**src/rtl/exc_sequencer_if.sv**
```systemverilog
// Exception sequencer bus: decode-side requests in, datapath strobes and status out.
interface exc_sequencer_if #(
  parameter int unsigned ESR_W = 4
);
  logic             exc_inv;
  logic             exc_ext;
  logic             eret;
  logic             elr_en;
  logic             esr_en;
  logic [ESR_W-1:0] esr_d;
  logic             pc_sel_exc;
  logic             pc_sel_eret;
  logic             flush;
  logic             stall;
  logic             in_handler;
  logic             double_fault;

  modport master (
    output exc_inv, exc_ext, eret,
    input  elr_en, esr_en, esr_d, pc_sel_exc, pc_sel_eret,
           flush, stall, in_handler, double_fault
  );

  modport slave (
    input  exc_inv, exc_ext, eret,
    output elr_en, esr_en, esr_d, pc_sel_exc, pc_sel_eret,
           flush, stall, in_handler, double_fault
  );
endinterface

```
**src/rtl/exc_sequencer.sv**
```systemverilog
// Moore FSM sequencing LEGv8 exception entry (ELR, ESR, vector) and ERET return.
// Strobes are registered, decoded from the next state so they line up with the state.
module exc_sequencer #(
  parameter int unsigned ESR_W    = 4,
  parameter int unsigned CODE_INV = 1,
  parameter int unsigned CODE_EXT = 2
) (
  input  logic           clk,
  input  logic           reset,
  exc_sequencer_if.slave bus
);

  typedef enum logic [2:0] {
    IDLE     = 3'd0,
    SAVE_ELR = 3'd1,
    SAVE_ESR = 3'd2,
    VECTOR   = 3'd3,
    RETURN   = 3'd4
  } state_e;

  state_e           state_q, state_d;
  logic [ESR_W-1:0] code_q, code_d;
  logic             in_handler_q, in_handler_d;
  logic             double_fault_q, double_fault_d;
  logic             elr_en_q, esr_en_q, pc_sel_exc_q, pc_sel_eret_q, flush_q, stall_q;

  // Next-state: requests are only arbitrated in IDLE; sync/ERET-outside-handler beat IRQ.
  always_comb begin
    state_d        = state_q;
    code_d         = code_q;
    in_handler_d   = in_handler_q;
    double_fault_d = double_fault_q;
    unique case (state_q)
      IDLE: begin
        if (bus.exc_inv || (bus.eret && !in_handler_q)) begin
          if (in_handler_q) begin
            double_fault_d = 1'b1;
          end else begin
            code_d  = ESR_W'(CODE_INV);
            state_d = SAVE_ELR;
          end
        end else if (bus.eret) begin
          state_d = RETURN;
        end else if (bus.exc_ext && !in_handler_q) begin
          code_d  = ESR_W'(CODE_EXT);
          state_d = SAVE_ELR;
        end
      end
      SAVE_ELR: state_d = SAVE_ESR;
      SAVE_ESR: state_d = VECTOR;
      VECTOR: begin
        in_handler_d = 1'b1;
        state_d      = IDLE;
      end
      RETURN: begin
        in_handler_d = 1'b0;
        state_d      = IDLE;
      end
      default: state_d = IDLE;
    endcase
  end

  always_ff @(posedge clk) begin
    if (reset) begin
      state_q        <= IDLE;
      code_q         <= '0;
      in_handler_q   <= 1'b0;
      double_fault_q <= 1'b0;
      elr_en_q       <= 1'b0;
      esr_en_q       <= 1'b0;
      pc_sel_exc_q   <= 1'b0;
      pc_sel_eret_q  <= 1'b0;
      flush_q        <= 1'b0;
      stall_q        <= 1'b0;
    end else begin
      state_q        <= state_d;
      code_q         <= code_d;
      in_handler_q   <= in_handler_d;
      double_fault_q <= double_fault_d;
      elr_en_q       <= (state_d == SAVE_ELR);
      esr_en_q       <= (state_d == SAVE_ESR);
      pc_sel_exc_q   <= (state_d == VECTOR);
      pc_sel_eret_q  <= (state_d == RETURN);
      flush_q        <= (state_d == VECTOR) || (state_d == RETURN);
      stall_q        <= (state_d != IDLE);
    end
  end

  assign bus.elr_en       = elr_en_q;
  assign bus.esr_en       = esr_en_q;
  assign bus.esr_d        = code_q;
  assign bus.pc_sel_exc   = pc_sel_exc_q;
  assign bus.pc_sel_eret  = pc_sel_eret_q;
  assign bus.flush        = flush_q;
  assign bus.stall        = stall_q;
  assign bus.in_handler   = in_handler_q;
  assign bus.double_fault = double_fault_q;

endmodule

```
**src/flat_wrapper.sv**
```systemverilog
// flat-port wrapper written by rule: the top's interface ports become plain ports
module exc_sequencer_flat 
#(
  parameter int unsigned ESR_W    = 4,
  parameter int unsigned CODE_INV = 1,
  parameter int unsigned CODE_EXT = 2
)
  (clk, reset, bus_exc_inv, bus_exc_ext, bus_eret, bus_elr_en, bus_esr_en, bus_esr_d, bus_pc_sel_exc, bus_pc_sel_eret, bus_flush, bus_stall, bus_in_handler, bus_double_fault);
  exc_sequencer_if #(.ESR_W(ESR_W)) bus_i ();
  input  logic clk;
  input  logic reset;
  input wire logic [$bits(bus_i.exc_inv)-1:0] bus_exc_inv;
  input wire logic [$bits(bus_i.exc_ext)-1:0] bus_exc_ext;
  input wire logic [$bits(bus_i.eret)-1:0] bus_eret;
  output wire logic [$bits(bus_i.elr_en)-1:0] bus_elr_en;
  output wire logic [$bits(bus_i.esr_en)-1:0] bus_esr_en;
  output wire logic [$bits(bus_i.esr_d)-1:0] bus_esr_d;
  output wire logic [$bits(bus_i.pc_sel_exc)-1:0] bus_pc_sel_exc;
  output wire logic [$bits(bus_i.pc_sel_eret)-1:0] bus_pc_sel_eret;
  output wire logic [$bits(bus_i.flush)-1:0] bus_flush;
  output wire logic [$bits(bus_i.stall)-1:0] bus_stall;
  output wire logic [$bits(bus_i.in_handler)-1:0] bus_in_handler;
  output wire logic [$bits(bus_i.double_fault)-1:0] bus_double_fault;
  assign bus_i.exc_inv = bus_exc_inv;
  assign bus_i.exc_ext = bus_exc_ext;
  assign bus_i.eret = bus_eret;
  assign bus_elr_en = bus_i.elr_en;
  assign bus_esr_en = bus_i.esr_en;
  assign bus_esr_d = bus_i.esr_d;
  assign bus_pc_sel_exc = bus_i.pc_sel_exc;
  assign bus_pc_sel_eret = bus_i.pc_sel_eret;
  assign bus_flush = bus_i.flush;
  assign bus_stall = bus_i.stall;
  assign bus_in_handler = bus_i.in_handler;
  assign bus_double_fault = bus_i.double_fault;
  exc_sequencer #(.ESR_W(ESR_W), .CODE_INV(CODE_INV), .CODE_EXT(CODE_EXT)) u_core (.clk(clk), .reset(reset), .bus(bus_i));
endmodule
```
**config.mk**
```make
export PLATFORM = sky130hd
export DESIGN_NAME = exc_sequencer_flat
export DESIGN_NICKNAME = d
export VERILOG_FILES = /design/src/rtl/exc_sequencer_if.sv /design/src/rtl/exc_sequencer.sv /design/src/flat_wrapper.sv
export SDC_FILE = /design/constraint.sdc
export NUM_CORES = 1
export LEC_CHECK = 0
export ABC_AREA = 0
export CAP_MARGIN = 25
export CORE_AREA = 2 2 39 41
export CTS_BUF_LIST = sky130_fd_sc_hd__clkbuf_2 sky130_fd_sc_hd__clkbuf_4 sky130_fd_sc_hd__clkbuf_8
export DETAILED_ROUTE_END_ITERATION = 10
export DIE_AREA = 0 0 41 43
export PLACE_DENSITY = 0.73
export RECOVER_POWER = 100
export SETUP_SLACK_MARGIN = 0.5
export SKIP_LAST_GASP = 1
export SYNTH_ARGS = -nofsm -noshare
export SYNTH_HDL_FRONTEND = slang
export SYNTH_SLANG_ARGS = --single-unit
```
**constraint.sdc**
```tcl
create_clock -name clk -period 1.4 [get_ports clk]
set_input_delay 0.28 -clock clk [delete_from_list [all_inputs] [get_ports clk]]
set_output_delay 0.28 -clock clk [all_outputs]
set_load 0.03 [all_outputs]
```
After elaboration in Yosys (flattened, before gate mapping)
Index checks and enable logic that the tools add are counted.
{ "word_totals": {"regBits": 15, "input_bits": 5, "out_inout_bits": 12} }
{ "op_classes": {"eq_ne": 10, "muxes": 10, "reduce_logical": 11} }
{ "op_table": {"columns": ["operator", "count"], "rows": [
  ["2-to-1 mux 4 bit", 4],
  ["== test 3 x 2 -> 1 bit, second input constant", 4],
  ["2-to-1 mux 3 bit", 4],
  ["one-hot mux 3 bit (3 select lines)", 1],
  ["== test 3 x 1 -> 1 bit, second input constant", 2],
  ["== test 3 bit, second input constant", 2],
  ["AND reduction 4 bit", 1],
  ["nonzero test 2 bit", 2],
  ["zero test 3 bit", 1],
  ["AND reduction 3 bit", 1],
  ["nonzero test 3 bit", 1],
  ["logical AND 1 bit", 2],
  ["logical OR 1 bit", 2],
  ["!= test 2 x 1 -> 1 bit, second input constant", 1],
  ["!= test 2 bit, second input constant", 1],
  ["one-hot mux 1 bit (2 select lines)", 1],
  ["zero test 1 bit", 1]
]} }

Logic depth before layout (Yosys ltp)
Gate-level depths: netlist (run 1).
{ "logic_depth": {"word_depth": 8, "mapped_depth": 4, "depth_no_buf": 3} }

Worst setup path after synthesis (run 1)
OpenSTA, ideal clock, no wires.
{ "synth_path": {"path_type": "register to register", "start": "reg u_core.in_handler_q (netlist: u_core.bus.in_handler)", "end": "reg u_core.code_q[0] (netlist: u_core.bus.esr_d[0])", "setup_ps": 115, "arrival_ps": 1193, "t_required_ps": 1285, "slack_ps": 92, "stages_incl_launch_ff": 5, "synth_period_minus_slack_ps": 1308, "path_cell_list": "dfxtp_1 buf_2 nor4_4 a21boi_0 o21ba_2"} }
{ "synth_via": {"elab_chain_cells": 5} }
{ "synth_lines": {"columns": ["item", "line", "text"], "rows": [
  ["from (decl)", "exc_sequencer.sv:23", "logic in_handler_q, in_handler_d;"],
  ["from (signal assigned)", "exc_sequencer.sv:78", "in_handler_q <= in_handler_d;"],
  ["zero test 1 bit", "exc_sequencer.sv:35, exc_sequencer.sv:44", null],
  ["logical AND 1 bit", "exc_sequencer.sv:35", "if (bus.exc_inv || (bus.eret && !in_handler_q)) begin"],
  ["logical OR 1 bit", "exc_sequencer.sv:35", null],
  ["!= test 2 bit (no source line) (tied with other cells)", null, null],
  ["AND reduction 4 bit (no source line)", null, null],
  ["to (signal assigned)", "exc_sequencer.sv:77", "code_q <= code_d;"],
  ["to (decl)", "exc_sequencer.sv:22", "logic [ESR_W-1:0] code_q, code_d;"]
]} }
Several ways; a longest one is shown, not always the timed one.
A chain may end at the register's enable or synchronous reset.

Final worst setup path (run 1)
{ "layout_path": {"start": "reg u_core.state_q[2]", "end": "reg u_core.state_q[2]"} }
{ "layout_via": {"elab_chain_cells": 4} }
{ "layout_lines": {"columns": ["item", "line", "text"], "rows": [
  ["from (decl)", "exc_sequencer.sv:21", "state_e state_q, state_d;"],
  ["from (signal assigned)", "exc_sequencer.sv:76", "state_q <= state_d;"],
  ["2-to-1 mux 3 bit", "exc_sequencer.sv:44", "end else if (bus.exc_ext && !in_handler_q) begin"],
  ["2-to-1 mux 3 bit", "exc_sequencer.sv:42", "end else if (bus.eret) begin"],
  ["2-to-1 mux 3 bit", "exc_sequencer.sv:35", null],
  ["one-hot mux 3 bit (3 select lines) (*)", "exc_sequencer.sv:33", "unique case (state_q)"]
]} }
Mark *: on every way between the ends. The rest lies on a longest branch, timed or not.

==> results.env, run 1 <==
CP_SLOWEST_CELL='sky130_fd_sc_hd__or3_1'
DPL_WORST_SLACK_NS=-0.274
DIE_AREA_UM2=1760
GRT.TOTAL_USAGE_PCT=17.1
SETUP.WORST_PATH.CLASS='flop to flop'
AREA_GROWTH_SYN_TO_LAYOUT_PCT=58.7
POST_ROUTE_CELLS_DRIVE_ABOVE_1_SHARE_PCT=56.0
FMAX_MHz=842
CLOCK_TREE.BUFFER_DEPTH=2
CELLS_AFTER_SYNTH=53
PLACED_CELL_AREA_UM2=744
REQUIRED_TIME_OF_THE_WORST_SETUP_PATH_NS=1.57
POWER_DENSITY_NORMALIZED_TO_CELL_AREA_nW_PER_UM2=1340
SYNTHFLOPTYPE='sky130_fd_sc_hd__dfxtp_1'
INSTANCES_NO_FILL=100
CLK_PIN_SLEW_WORST_PATHS_NS=0.08
CRITICAL_PATH.ENDPOINT_TYPE='flop'
SETUP_VIOL_COUNT_FINAL=0
FINALHOLDVIOLCOUNT=0
CRITPATHARRIVALTIME_NS=1.36
PLACE.DETAILED.INSTANCES=85
ANTENNA_FOUND_INITIAL=0
DRT-VIAS-PER-INSTANCE=5.02
MAX_IR_DROP_VDD_V=0.000633
SYNTH_CELL_TYPE_COUNT=24
HOLD_PATH_DEPTH=3
GRT_START_MAX_NET_PINS=9
RSZ0062_AT_GRT='yes'
SYNTH.MOST_COMMON_CELL='sky130_fd_sc_hd__dfxtp_1'
ANT_NETS=0
CTS_MADE_BUFFERS=3
PATH_DEPTH=2
HOLD_SLACK_NS=0.305
PLACE_CONGESTION=0.752
WORST_PATH_LARGEST_CELL_DELAY_NS=0.46
IO-PIN-COUNT=17
YOSYSWARNINGCOUNT=0
CRITICAL_PATH.MAX_FANOUT=5
WORSTREG2REGSTART='u_core.state_q[2]'
WORST_SKEW_PAIR.LATE_LATENCY_NS=0.27
ASYNCSETRESETFLOPFRACSYNTH_PCT=0
CRIT_BUF_INV=0
POSTLAYOUTCELLAREA_UM2=886
HOLDPATHEND='u_core.bus.double_fault'
WL_MET3_UM=69
TOTAL_CONGESTION_OVERFLOW_AFTER_GLOBAL_ROUTING=0
SEQUENTIAL_SHARE_OF_THE_SYNTHESIZED_AREA_PCT=46.6
CP_CELL_SEQUENCE='or3_1, nor4b_1'
FIN_CRIT_NS=1.19
TOP_CELL_FAMILY_BY_DELAY_ON_THE_CRITICAL_PATH='simple AND/OR/NAND/NOR gates'
NUM-NETS-FINAL=90
ANTENNA_CELLS=0
POWER_mW=1.19
CTS.SINKS=13
DETAIL_ROUTE.DRC_VIOLATIONS=0
DP_WIRELENGTH_UM=757
DR.PASS1.ITERS=4
CRITICAL_PATH.STARTPOINT_TYPE='flop'
SYNTH.TOP_CELL.AREA_SHARE_PCT=46.6
R2R.WORST_PATH.CELLS=2
TIMING.SETUP.TNS_NS=0
FLOORPLAN.DIE.HEIGHT_UM=43
POST_SYNTH.CELL_AREA_AVG_UM2=10.5
TIMING_MAX_TRANSITION_VIOLATIONS_FINAL=0
DR_WL_MET2_UM=633
MIN_PATH_TYPE='input port to flop'
POSTSYNTHREGISTERBITS=13
NUMBER_OF_PORT_BUFFERS=14
FLOORPLAN.INITIALDENSITY_PCT=40.3
CRIT-REG2REG-CAPTURE='u_core.state_q[2]'
POST_DRT_WL_PER_CELL_UM=13.1
GRT_FIRST_PASS_WIRELENGTH_MM=2.13
MET1_LENGTH_UM=611
LEAKAGE_nW=0.364
FINAL_CORE_UTILIZATION_PCT=64.0
SYNTH.CELLS.MOST_FREQUENT='13 x sky130_fd_sc_hd__dfxtp_1, 6 x sky130_fd_sc_hd__nor2_1, 4 x sky130_fd_sc_hd__nor3_1'
NUMBER_OF_GLOBAL_ROUTE_VIAS_BEFORE_REPAIR=499
CLOCK_H_TREE_LEVELS=1
ROUTED-VIA-COUNT=502
CLOCK-ROOT-BUFFER='sky130_fd_sc_hd__clkbuf_4'
MIN-DELAY-START='bus_exc_inv'
SYNTH-EDFF-COUNT=0
PLACEMENTROWS=14
X_DIMENSION_OF_THE_DIE_UM=41
FLOORPLAN.CORE_AREA_UM2=1380
DRV.MAX_CAP_VIOLATION_COUNT=0
DETAILEDROUTE.FIRSTITERATIONVIOLATIONS=8
TIMING.REG2REG.SETUP_SLACK_NS=0.21
SYNTHDOMINANTAREACELLTYPE='sky130_fd_sc_hd__dfxtp_1'
SYN_AREA_UM2=558
CLOCK-SKEW-FINAL_NS=0.00193
CTS_TREE='built'
DETAIL_ROUTE.WIRELENGTH_MM=1.31
NETLIST_TOP_CELLS_AREA='sky130_fd_sc_hd__dfxtp_1 47%, sky130_fd_sc_hd__nor4b_2 5.4%, sky130_fd_sc_hd__nor2_1 4.0%, sky130_fd_sc_hd__o21a_1 4.0%, sky130_fd_sc_hd__nor4_4 3.8%'
ROUTED.TOP_LAYER='met3'
POST-ROUTE-WORST-SETUP-SLACK_NS=0.212
FIN_CRIT_SH_PCT=84.9
RUN_STATUS='complete, no violations'
-- repair_timing --
action,CTS,global route
setup endpoints to repair,23,23
pin swaps,8,10
hold buffers,0,0
gates resized for setup,92,22
buffers inserted,9,2
-- layer usage --
metal,GRT usage (%),up-vias
met4,4.00,0
met2,26.3,17
met1,23.7,238
met5,0,-
met3,3.66,0
li1,-,247
-- tightest hold or removal path: cells and delay by family --
kind	cells	cell delay (ns)
AOI/OAI and AO/OA	1	0.07
and+or+nand+nor	1	0.08
buffers and inverters	1	0.12
-- report_power, final --
part | internal [mW] | switching, mW | leakage (nW) | total, mW
clock network | 0.130 | 0.124 | 0.0184 | 0.253
logic | 0.226 | 0.251 | 0.235 | 0.477
registers | 0.423 | 0.0362 | 0.110 | 0.459
total | 0.779 | 0.412 | 0.364 | 1.19
-- worst max-delay path by stage --
stage                                      from                endpoint  slack [ns]
after floorplan           u_core.bus.in_handler     u_core.bus.esr_d[0]        0.28
after global placement              bus_exc_inv        u_core.bus.stall       -0.11
after detailed placement            bus_exc_inv        u_core.bus.stall       -0.27
after CTS                     u_core.state_q[0]     u_core.bus.esr_d[0]        0.28
after global routing          u_core.state_q[2]  u_core.bus.pc_sel_eret        0.16
final                         u_core.state_q[2]       u_core.state_q[2]        0.21
-- cell type report --
type                    instances  area (um2)
repair buffers                 32         238
well taps                      16        20.0
clock buffers                   4        30.0
multi-input cells              34         320
inverters                       1        3.75
flip-flops and latches         13         274
fillers                       123         498
-- flip-flops by register name, indices dropped and copies added (netlist names) --
signal,flops
u_core.bus.double_fault,1
u_core.bus.pc_sel_eret,1
u_core.bus.stall,1
u_core.bus.esr_en,1
u_core.bus.esr_d,2
u_core.bus.elr_en,1
u_core.bus.flush,1
u_core.state_q,3
u_core.bus.in_handler,1
u_core.bus.pc_sel_exc,1
-- layout by cell type (no fill, tap or decap), types with 2 or more instances in the layout --
| cell | instances |
|---|---|
| sky130_fd_sc_hd__dfxtp_4 | 2 |
| sky130_fd_sc_hd__buf_6 | 7 |
| sky130_fd_sc_hd__conb_1 | 2 |
| sky130_fd_sc_hd__a21oi_1 | 2 |
| sky130_fd_sc_hd__clkbuf_1 | 9 |
| sky130_fd_sc_hd__dlygate4sd2_1 | 2 |
| sky130_fd_sc_hd__o21a_1 | 3 |
| sky130_fd_sc_hd__buf_4 | 9 |
| sky130_fd_sc_hd__dfxtp_2 | 5 |
| sky130_fd_sc_hd__dfxtp_1 | 6 |
| sky130_fd_sc_hd__clkbuf_4 | 6 |
| sky130_fd_sc_hd__clkbuf_2 | 2 |
| sky130_fd_sc_hd__nor4b_1 | 2 |
| sky130_fd_sc_hd__nor3_4 | 2 |
| sky130_fd_sc_hd__nor3_1 | 2 |
| sky130_fd_sc_hd__nor2_1 | 4 |
-- cells by family after synthesis --
| kind of cell | Yosys count | synth area share [%] |
|---|---|---|
| AND/OR/NAND/NOR | 19 | 27.8 |
| XOR/XNOR | 1 | 1.57 |
| AO/OA/AOI/OAI | 12 | 15.2 |
| flip-flops | 13 | 46.6 |
| buffers and inverters | 7 | 8.07 |
| other | 1 | 0.672 |
(Power assumes the default switching activity.)
==> inputs of run 2 (changes only) <==
- CORE_AREA: 2 2 39 41 -> unset
- CORE_UTILIZATION: unset -> 42
- DIE_AREA: 0 0 41 43 -> unset
- PLACE_DENSITY: 0.73 -> 0.76
- clock period: 1.4 -> 1 ns (I/O delays scaled with it)
==> run 2 against run 1 <==
  * The run now ends with setup timing left
  * Sequential power is 46% higher
  * Power is 62% higher
  * Sequential share of layout area is 2.2 points lower
  * Setup slack worse by 0.34 ns
  * Cell area is 21% higher
  * Cell count is 1.0% lower
  * Maximum frequency is 4.9% higher
  * Count of clock-buffer cells in the layout stayed put
  * Global-route usage is 12 points higher
==> results.env, run 2 (synthesis results as in run 1) <==
PLACEMENTROWS=12  # -2
TOTAL_CONGESTION_OVERFLOW_AFTER_GLOBAL_ROUTING=0  # unchanged
INSTANCES_NO_FILL=99  # -1.0%
CLOCK-SKEW-FINAL_NS=0.00983  # +0.00791 ns
WORST_SKEW_PAIR.LATE_LATENCY_NS=0.29  # +0.02 ns
FIN_CRIT_SH_PCT=113  # +28 points
POST_ROUTE_CELLS_DRIVE_ABOVE_1_SHARE_PCT=72.9  # +17 points
LEAKAGE_nW=0.436  # +20%
HOLD_SLACK_NS=0.424  # +0.119 ns
CTS_MADE_BUFFERS=3  # unchanged
PLACED_CELL_AREA_UM2=795  # +6.7%
CRITPATHARRIVALTIME_NS=1.33  # -0.03 ns
COMB_POWER_SHARE_PCT=45.7  # +5.6 points
POWER_DENSITY_NORMALIZED_TO_CELL_AREA_nW_PER_UM2=1810  # +35%
DR.PASS1.ITERS=4  # unchanged
CTS.SINKS=13  # unchanged
SHARE_SEQ_OF_TOTAL_POWER_PCT=34.6  # -4.0 points
CRITICAL_PATH.MAX_FANOUT=4  # -1
NUMBER_OF_PORT_BUFFERS=14  # unchanged
DRT-VIAS-PER-INSTANCE=5.41  # +7.9%
ANTENNA_CELLS=0  # unchanged
FLOORPLAN.INITIALDENSITY_PCT=47.6  # +7.3 points
CTSHOLDBUFFERS=0  # unchanged
NUMBER_OF_FLIP_FLOPS_UNDER_THE_LARGEST_REGISTER_NAME=3  # unchanged
CLOCK-ROOT-BUFFER='sky130_fd_sc_hd__clkbuf_4'
MAX_IR_DROP_VDD_V=0.00122  # +93%
IO-PIN-COUNT=17  # unchanged
DP_WIRELENGTH_UM=920  # +21%
ANT_NETS=0  # unchanged
FIN_CRIT_NS=1.13  # -0.0550 ns
POWER_SHARE_OF_THE_CLOCK_GROUP_PCT=19.7  # -1.6 points
REQUIRED_TIME_OF_THE_WORST_SETUP_PATH_NS=1.20  # -0.37 ns
FLOORPLAN.CORE_AREA_UM2=1170  # -15%
DETAILEDROUTE.FIRSTITERATIONVIOLATIONS=16  # +8
PLACE_CONGESTION=0.737  # -2.0%
CRITICAL_PATH.ENDPOINT_TYPE='flop'
LAYOUT.CELLS.MOST_COMMON_LIST='16 x sky130_fd_sc_hd__buf_6, 12 x sky130_fd_sc_hd__dfxtp_4, 10 x sky130_fd_sc_hd__buf_4'
FMAX_MHz=882  # +4.9%
FLOORPLAN.DIE.HEIGHT_UM=38.5  # -11%
POST_DRT_WL_PER_CELL_UM=19.8  # +51%
MOSTFREQUENTLAYOUTCELL='sky130_fd_sc_hd__buf_6'
GRT_START_MAX_NET_PINS=9  # unchanged
NUMBER_OF_GLOBAL_ROUTE_VIAS_BEFORE_REPAIR=561  # +12%
CTS_TREE='built'
SWITCHING_SHARE_OF_TOTAL_POWER_PCT=35.9  # +1.3 points
TIMING_MAX_TRANSITION_VIOLATIONS_FINAL=0  # unchanged
SETUP_VIOL_COUNT_FINAL=11  # +11
DETAIL_ROUTE.DRC_VIOLATIONS=0  # unchanged
P_SWITCHING_uW=694  # +69%
MIN_PATH_TYPE='input port to flop'
X_DIMENSION_OF_THE_DIE_UM=38.5  # -6.2%
DPL_WORST_SLACK_NS=-0.706  # -0.432 ns
GRT.TOTAL_USAGE_PCT=28.9  # +12 points
ROUTED-VIA-COUNT=536  # +6.8%
NUM-NETS-FINAL=91  # +1.1%
CLOCK_TREE.BUFFER_DEPTH=2  # unchanged
FINALHOLDVIOLCOUNT=0  # unchanged
POSTLAYOUTCELLAREA_UM2=1070  # +21%
RUN_STATUS='finished, violations left'
SETUP.WORST_PATH.CLASS='flop to flop'
DIE_AREA_UM2=1480  # -16%
POWER_mW=1.93  # +62%
FINAL.FILL_COUNT=47  # -62%
MAX_FLOP_REGISTER='u_core.state_q'
GRT_FIRST_PASS_WIRELENGTH_MM=2.80  # +32%
CLK_PIN_SLEW_WORST_PATHS_NS=0.10  # +0.02 ns
FINAL_CORE_UTILIZATION_PCT=91.2  # +27 points
TIMING.SETUP.TNS_NS=-0.916  # -0.916 ns
RSZ0062_AT_GRT='yes'
INTERNAL_POWER_mW=1.24  # +59%
CRITICAL_PATH.STARTPOINT_TYPE='flop'
DRV.MAX_CAP_VIOLATION_COUNT=0  # unchanged
POST-ROUTE-WORST-SETUP-SLACK_NS=-0.133  # -0.345 ns
PLACE.DETAILED.INSTANCES=88  # +3.5%
DETAIL_ROUTE.WIRELENGTH_MM=1.96  # +49%
FAILED_CHECKS='setup timing'
CLOCK_H_TREE_LEVELS=1  # unchanged
ANTENNA_FOUND_INITIAL=0  # unchanged
AREA_GROWTH_SYN_TO_LAYOUT_PCT=91.5
[run 2: worst paths after layout]
| check | from | slack (ns) | endpoint | cells after the start |
|---|---|---|---|---|
| max reg2reg | u_core.state_q[2] | -0.13 | u_core.state_q[2] | 2 |
| max | u_core.state_q[2] | -0.13 | u_core.state_q[2] | 2 |
| min reg2reg | u_core.bus.double_fault | 0.54 | u_core.bus.double_fault | 2 |
| min | bus_exc_inv | 0.42 | u_core.bus.double_fault | 3 |
[run 2: layout make-up]
cell class / count / area [um2] / area share, %
multi-input combinational: 34 / 362 / 33.8
sequential: 13 / 307 / 28.7
clock buffer: 4 / 30.0 / 2.81
inverter: 1 / 3.75 / 0.351
timing repair buffer: 33 / 349 / 32.7
tap: 14 / 17.5 / 1.64
[run 2: repair_timing]
| item | 4_1_cts | 5_1_grt |
|---|---|---|
| buffers inserted | 5 | 1 |
| setup endpoints to repair | 23 | 23 |
| pin swaps | 11 | 11 |
| gates resized for setup | 32 | 14 |
| cloned | 1 | 0 |
[run 2: power groups by stage]
stage	registers, mW	logic, mW	clock network (mW)
floorplan	0.753	0.290	0
global placement	0.662	0.520	0
detailed placement	0.667	0.530	0
CTS	0.664	0.780	0.361
global route	0.675	0.921	0.410
finish	0.668	0.883	0.380
[run 2: metal layers]
metal | up-vias | track usage, % | routed length [um] | share of wire [%]
li1 | 255 | - | - | -
met1 | 253 | 34.7 | 815 | 42
met3 | 8 | 6.98 | 71 | 3.6
met4 | 0 | 13.8 | 63 | 3.2
met2 | 20 | 47.9 | 1010 | 52
met5 | - | 0 | 0 | 0
[run 2: worst max-delay path, stage by stage, from the launching register on]
cell and delay [ns]:
sky130_fd_sc_hd__dfxtp_4 0.38, sky130_fd_sc_hd__or3_4 0.43, sky130_fd_sc_hd__nor4b_2 0.23
